### config.mk
export PLATFORM = sky130hd
export DESIGN_NAME = minute_hour_counter_flat
export DESIGN_NICKNAME = d
export VERILOG_FILES = /design/src/rtl/minute_hour_counter_if.sv /design/src/rtl/minute_hour_counter.sv /design/src/flat_wrapper.sv
export SDC_FILE = /design/constraint.sdc
export NUM_CORES = 1
export LEC_CHECK = 0
export CORE_UTILIZATION = 51
export CTS_CLUSTER_SIZE = 16
export DETAILED_ROUTE_END_ITERATION = 7
export PLACE_DENSITY_LB_ADDON = 0.25
export SLEW_MARGIN = 0
export SYNTH_ARGS = -nofsm -noshare
export SYNTH_HDL_FRONTEND = slang
export SYNTH_SLANG_ARGS = --single-unit
export TNS_END_PERCENT = 1
### constraint.sdc
create_clock -name clk -period 3.7 [get_ports clk]
set_input_delay 0.555 -clock clk [delete_from_list [all_inputs] [get_ports clk]]
set_output_delay 0.555 -clock clk [all_outputs]
set_load 0.01 [all_outputs]
### src/rtl/minute_hour_counter_if.sv
// Handshake bundle between the seconds stage/buttons and the minute/hour counter.
// Master drives strobes and mode; slave returns BCD digits and the day strobe.
interface minute_hour_counter_if;
   logic       change_minute;
   logic       set_mode;
   logic       inc_min;
   logic       inc_hr;
   logic [3:0] right_min;
   logic [3:0] left_min;
   logic [3:0] right_hr;
   logic [3:0] left_hr;
   logic       pm;
   logic       change_day;

   modport master (
      output change_minute, set_mode, inc_min, inc_hr,
      input  right_min, left_min, right_hr, left_hr, pm, change_day
   );

   modport slave (
      input  change_minute, set_mode, inc_min, inc_hr,
      output right_min, left_min, right_hr, left_hr, pm, change_day
   );
endinterface

### src/rtl/minute_hour_counter.sv
// BCD minute/hour counter with run/set modes and midnight day strobe.
// Hour sequence is 00..23 or 12..11 with AM/PM, chosen by MODE_24H.
module minute_hour_counter #(
   parameter bit MODE_24H = 1'b0
) (
   input logic                 clk,
   input logic                 rst,
   minute_hour_counter_if.slave bus
);

   typedef enum logic {RUN, SET} state_t;

   state_t     state;
   logic       cm_q, im_q, ih_q;
   logic       cm_ev, im_ev, ih_ev;
   logic [3:0] rm, lm, rh, lh;
   logic       pm_q, day_q;

   logic [3:0] m_rm, m_lm;
   logic       m_wrap;
   logic [3:0] h_rh, h_lh;
   logic       h_pm, h_day;

   assign cm_ev = bus.change_minute & ~cm_q;
   assign im_ev = bus.inc_min & ~im_q;
   assign ih_ev = bus.inc_hr & ~ih_q;

   assign bus.right_min  = rm;
   assign bus.left_min   = lm;
   assign bus.right_hr   = rh;
   assign bus.left_hr    = lh;
   assign bus.pm         = pm_q;
   assign bus.change_day = day_q;

   always_comb begin
      m_rm   = rm + 4'd1;
      m_lm   = lm;
      m_wrap = 1'b0;
      if (rm == 4'd9) begin
         m_rm = 4'd0;
         if (lm == 4'd5) begin
            m_lm   = 4'd0;
            m_wrap = 1'b1;
         end else begin
            m_lm = lm + 4'd1;
         end
      end
   end

   // Next hour along the sequence; h_day flags the midnight crossing.
   always_comb begin
      h_rh  = rh + 4'd1;
      h_lh  = lh;
      h_pm  = pm_q;
      h_day = 1'b0;
      if (MODE_24H) begin
         unique case (1'b1)
            (lh == 4'd2 && rh == 4'd3): begin
               h_lh  = 4'd0;
               h_rh  = 4'd0;
               h_day = 1'b1;
            end
            (rh == 4'd9): begin
               h_lh = lh + 4'd1;
               h_rh = 4'd0;
            end
            default: ;
         endcase
      end else begin
         unique case (1'b1)
            (lh == 4'd1 && rh == 4'd2): begin
               h_lh = 4'd0;
               h_rh = 4'd1;
            end
            (lh == 4'd1 && rh == 4'd1): begin
               h_lh  = 4'd1;
               h_rh  = 4'd2;
               h_pm  = ~pm_q;
               h_day = pm_q;
            end
            (rh == 4'd9): begin
               h_lh = 4'd1;
               h_rh = 4'd0;
            end
            default: ;
         endcase
      end
   end

   always_ff @(posedge clk) begin
      if (!rst) begin
         state <= RUN;
         cm_q  <= 1'b0;
         im_q  <= 1'b0;
         ih_q  <= 1'b0;
         rm    <= 4'd0;
         lm    <= 4'd0;
         rh    <= MODE_24H ? 4'd0 : 4'd2;
         lh    <= MODE_24H ? 4'd0 : 4'd1;
         pm_q  <= 1'b0;
         day_q <= 1'b0;
      end else begin
         cm_q  <= bus.change_minute;
         im_q  <= bus.inc_min;
         ih_q  <= bus.inc_hr;
         day_q <= 1'b0;
         unique case (state)
            RUN: begin
               if (cm_ev) begin
                  rm <= m_rm;
                  lm <= m_lm;
                  if (m_wrap) begin
                     rh    <= h_rh;
                     lh    <= h_lh;
                     pm_q  <= h_pm;
                     day_q <= h_day;
                  end
               end
               if (bus.set_mode) state <= SET;
            end
            SET: begin
               if (im_ev) begin
                  rm <= m_rm;
                  lm <= m_lm;
               end
               if (ih_ev) begin
                  rh   <= h_rh;
                  lh   <= h_lh;
                  pm_q <= h_pm;
               end
               if (!bus.set_mode) state <= RUN;
            end
            default: state <= RUN;
         endcase
      end
   end

endmodule

### src/flat_wrapper.sv
// flat-port wrapper written by rule: the top's interface ports become plain ports
module minute_hour_counter_flat 
#(
   parameter bit MODE_24H = 1'b0
)
  (clk, rst, bus_change_minute, bus_set_mode, bus_inc_min, bus_inc_hr, bus_right_min, bus_left_min, bus_right_hr, bus_left_hr, bus_pm, bus_change_day);
  minute_hour_counter_if bus_i ();
  input logic clk;
  input logic rst;
  input wire logic [$bits(bus_i.change_minute)-1:0] bus_change_minute;
  input wire logic [$bits(bus_i.set_mode)-1:0] bus_set_mode;
  input wire logic [$bits(bus_i.inc_min)-1:0] bus_inc_min;
  input wire logic [$bits(bus_i.inc_hr)-1:0] bus_inc_hr;
  output wire logic [$bits(bus_i.right_min)-1:0] bus_right_min;
  output wire logic [$bits(bus_i.left_min)-1:0] bus_left_min;
  output wire logic [$bits(bus_i.right_hr)-1:0] bus_right_hr;
  output wire logic [$bits(bus_i.left_hr)-1:0] bus_left_hr;
  output wire logic [$bits(bus_i.pm)-1:0] bus_pm;
  output wire logic [$bits(bus_i.change_day)-1:0] bus_change_day;
  assign bus_i.change_minute = bus_change_minute;
  assign bus_i.set_mode = bus_set_mode;
  assign bus_i.inc_min = bus_inc_min;
  assign bus_i.inc_hr = bus_inc_hr;
  assign bus_right_min = bus_i.right_min;
  assign bus_left_min = bus_i.left_min;
  assign bus_right_hr = bus_i.right_hr;
  assign bus_left_hr = bus_i.left_hr;
  assign bus_pm = bus_i.pm;
  assign bus_change_day = bus_i.change_day;
  minute_hour_counter #(.MODE_24H(MODE_24H)) u_core (.clk(clk), .rst(rst), .bus(bus_i));
endmodule
==> impl_results.md <==
- Largest net degree at the start of global routing: 16
- DP HPWL: between 1500 and 2000 µm
- Design Area, Final: roughly 1200 µm²
- Fmax achieved: ~480 MHz
- Clk_lat worst skew: 300 ps
- Worst reg-to-reg path cell count: 4
- Pre-antenna DRT Iters: 4
- Reg clk slew, reported paths: 110 ps
- Worst-path cell chain: clkdlybuf4s50_1 -> or3b_1 -> a2111o_1 -> o311ai_1 -> o41ai_1
- Worst Hold Depth: 2
- CORE AREA: about 1800 µm²
- Final period util: 55.8%
- Final Wtd Congestion: between 0.8 and 0.9
- CTS buffer count: 3
- Area growth syn-to-layout: 24.1%
- P_leak: 0.466 nW
- Predominant post-synthesis flop cell: dfxtp_1
- Site Rows: 15
- CP endpoint kind: register
- YS warnings: 0
- Antenna diodes: 0
- Vias: between 900 and 1,000
- #FFs+latches synth: 19
- CP Launch Type: input port
- Avg Synthesized Cell Area: around 9 µm²
- Vias in the first global route: between 700 and 800
- Top-count cell post-synth: dfxtp_1
- Total grt overflow: 0
- Detailed Route Iter0 Violations: 11
- First-pass GRT wire length: around 3500 µm
- WP buf/inv: 1
- Max-slew violation count: 0
- Hold Path Class: register to register
- Vias per cell: 5.67
- Skew final: a little under 9 ps
- CTS tree: done
- Post-CTS sizing: 0
- Post-DRT Antenna Nets: 0
- Net count, final: between 100 and 150
- I/O pins: 24
- Synth top area share: between 30% and 40%
- Area leader, netlist: dfxtp_1
- Seq/Total Area, Yosys: 38.3%
- Final setup violation count: 0
- Die Ht: roughly 46 µm
- Post-Syn Instances: ~110
- Die area: 2130 µm²
- Initial Util: 55.6%
- Share of cells above drive strength 1: 6.72%
- H-tree lvl count: 1
- Rel. slew slack: 64.8%
- Postcts setup bufs: 0
- Async SR Flop Fraction: 0%
- CP required: 3890 ps
- Place WS: around 1300 ps
- Kind of critical path: input port to register
- Setup Total Neg Slack: 0 ps
- Yosys cell types: 42
- Synth top cells by count: 19 x dfxtp_1, 10 x inv_1, 7 x a21oi_1
- Crit path max fanout: 5
- CP delay by family, top: compound AO/OA/AOI/OAI gates
- Pwr dens: about 310 nW/µm²
- CTS max path bufs: 2
- Worst-margin pin slew: 527 ps
- Crit path time final: 2060 ps
- All-layer global routing usage: between 20% and 30%
- DRC: 0
- Largest cells by area after synthesis: dfxtp_1 38%, and4bb_2 3.8%, ha_1 3.8%
- Cell Area, Placed: approximately 1200 µm²
- Total Wirelength: roughly 2100 µm
- Initial antenna violation count: 0
- WP data arrival: 2260 ps
- I/O Buffers: 20
- Final setup margin: about 1600 ps
- RSZ-0062 raised after global routing: false
- Root buffer cell: clkbuf_4
- Endpoints failing hold: 0
- Max cap viols: 0
- Critical path's largest stage delay: about 480 ps
- Hold buffers post-CTS: 0
- Outcome: completed
- Die X-Extent: ~46 µm
- Maximum VDD drop: between 0.0002 and 0.0003 V
- Slowest CP cell: clkdlybuf4s50_1
- Wire length per cell: about 13 µm
- Mapped cell area: a little under 1000 µm²
- Total power: ~0.00038 W
- Clock sink total: 19
- WP depth: 5
- Count of flip-flops with a built-in enable after synthesis: 0
logic make-up (layout without fill, tap and decap cells):
group	after synthesis	count (layout)	synth area share [%]
compound gates	30	30	20.9
xor+xnor	1	1	0.883
fa+ha+maj	3	3	3.78
buf+inv	14	34	6.43
flops	19	19	38.3
mux	2	2	2.02
other cells	1	3	0.378
simple gates	42	42	27.2
report_power, final:
group / switching [W] / leakage (nW) / internal [W]
Combinational: 0.0000235 / 0.296 / 0.0000251
Clock: 0.0000644 / 0.0150 / 0.0000421
Sequential: 0.00000922 / 0.155 / 0.000211
layout by cell type, fill, tap and decap left out, types with 2 or more instances in the layout:
master           instances
or3b_2                   2
a221oi_1                 2
nand3b_1                 3
and3b_1                  2
inv_1                   10
and3_1                   2
nor2b_1                  3
o31ai_1                  2
nand2_1                  6
nor3_1                   2
and4bb_2                 3
o21ai_0                  6
ha_1                     3
clkdlybuf4s50_1         20
and2_1                   4
a21oi_1                  7
conb_1                   3
dfxtp_1                 19
mux2i_1                  2
nand3_1                  4
clkbuf_4                 3
nor2_1                   5
worst paths after layout:
check               startpoint                      to  slack (ps)
min reg2reg      u_core.bus.pm   u_core.bus.change_day         470
min              u_core.bus.pm   u_core.bus.change_day         470
max          bus_change_minute  u_core.bus.left_min[3]        1640
max reg2reg       u_core.state  u_core.bus.left_min[3]        1980
tightest hold or removal path, cell delays in order (launching register included):
cell,delay [ps]
dfxtp_1,350
nand2_1,60
nor2_1,30
layer usage:
| layer | part of all wire (%) | up-vias | track usage, % |
|---|---|---|---|
| li1 | - | 451 | - |
| met1 | 50 | 427 | 30.2 |
| met2 | 45 | 19 | 37.2 |
| met3 | 3.3 | 5 | 5.88 |
| met4 | 0.90 | 0 | 4.71 |
| met5 | 0 | - | 0 |
sequential cells by signal (all words and copies together), names as in the netlist:
register / flops
u_core.im_q: 1
u_core.bus.right_min: 4
u_core.bus.left_hr: 1
u_core.bus.pm: 1
u_core.state: 1
u_core.bus.change_day: 1
u_core.ih_q: 1
u_core.cm_q: 1
u_core.bus.right_hr: 4
u_core.bus.left_min: 4
metrics by stage:
stage,instances,hold WS (ps),utilization [%]
floorplan,114,471,-
global placement,155,438,67.6
detailed placement,155,453,67.6
CTS,159,467,69.1
global route,159,496,69.1
finish,159,470,69.1
final cells by class:
class / count / area [µm²]
clock buffers: 4 / 26.3
fillers: 156 / 552
inverters: 10 / 37.5
multi-input cells: 81 / 556
flip-flops and latches: 19 / 380
well taps: 25 / 31.3
repair buffers: 20 / 200
(Power assumes the default switching activity.)
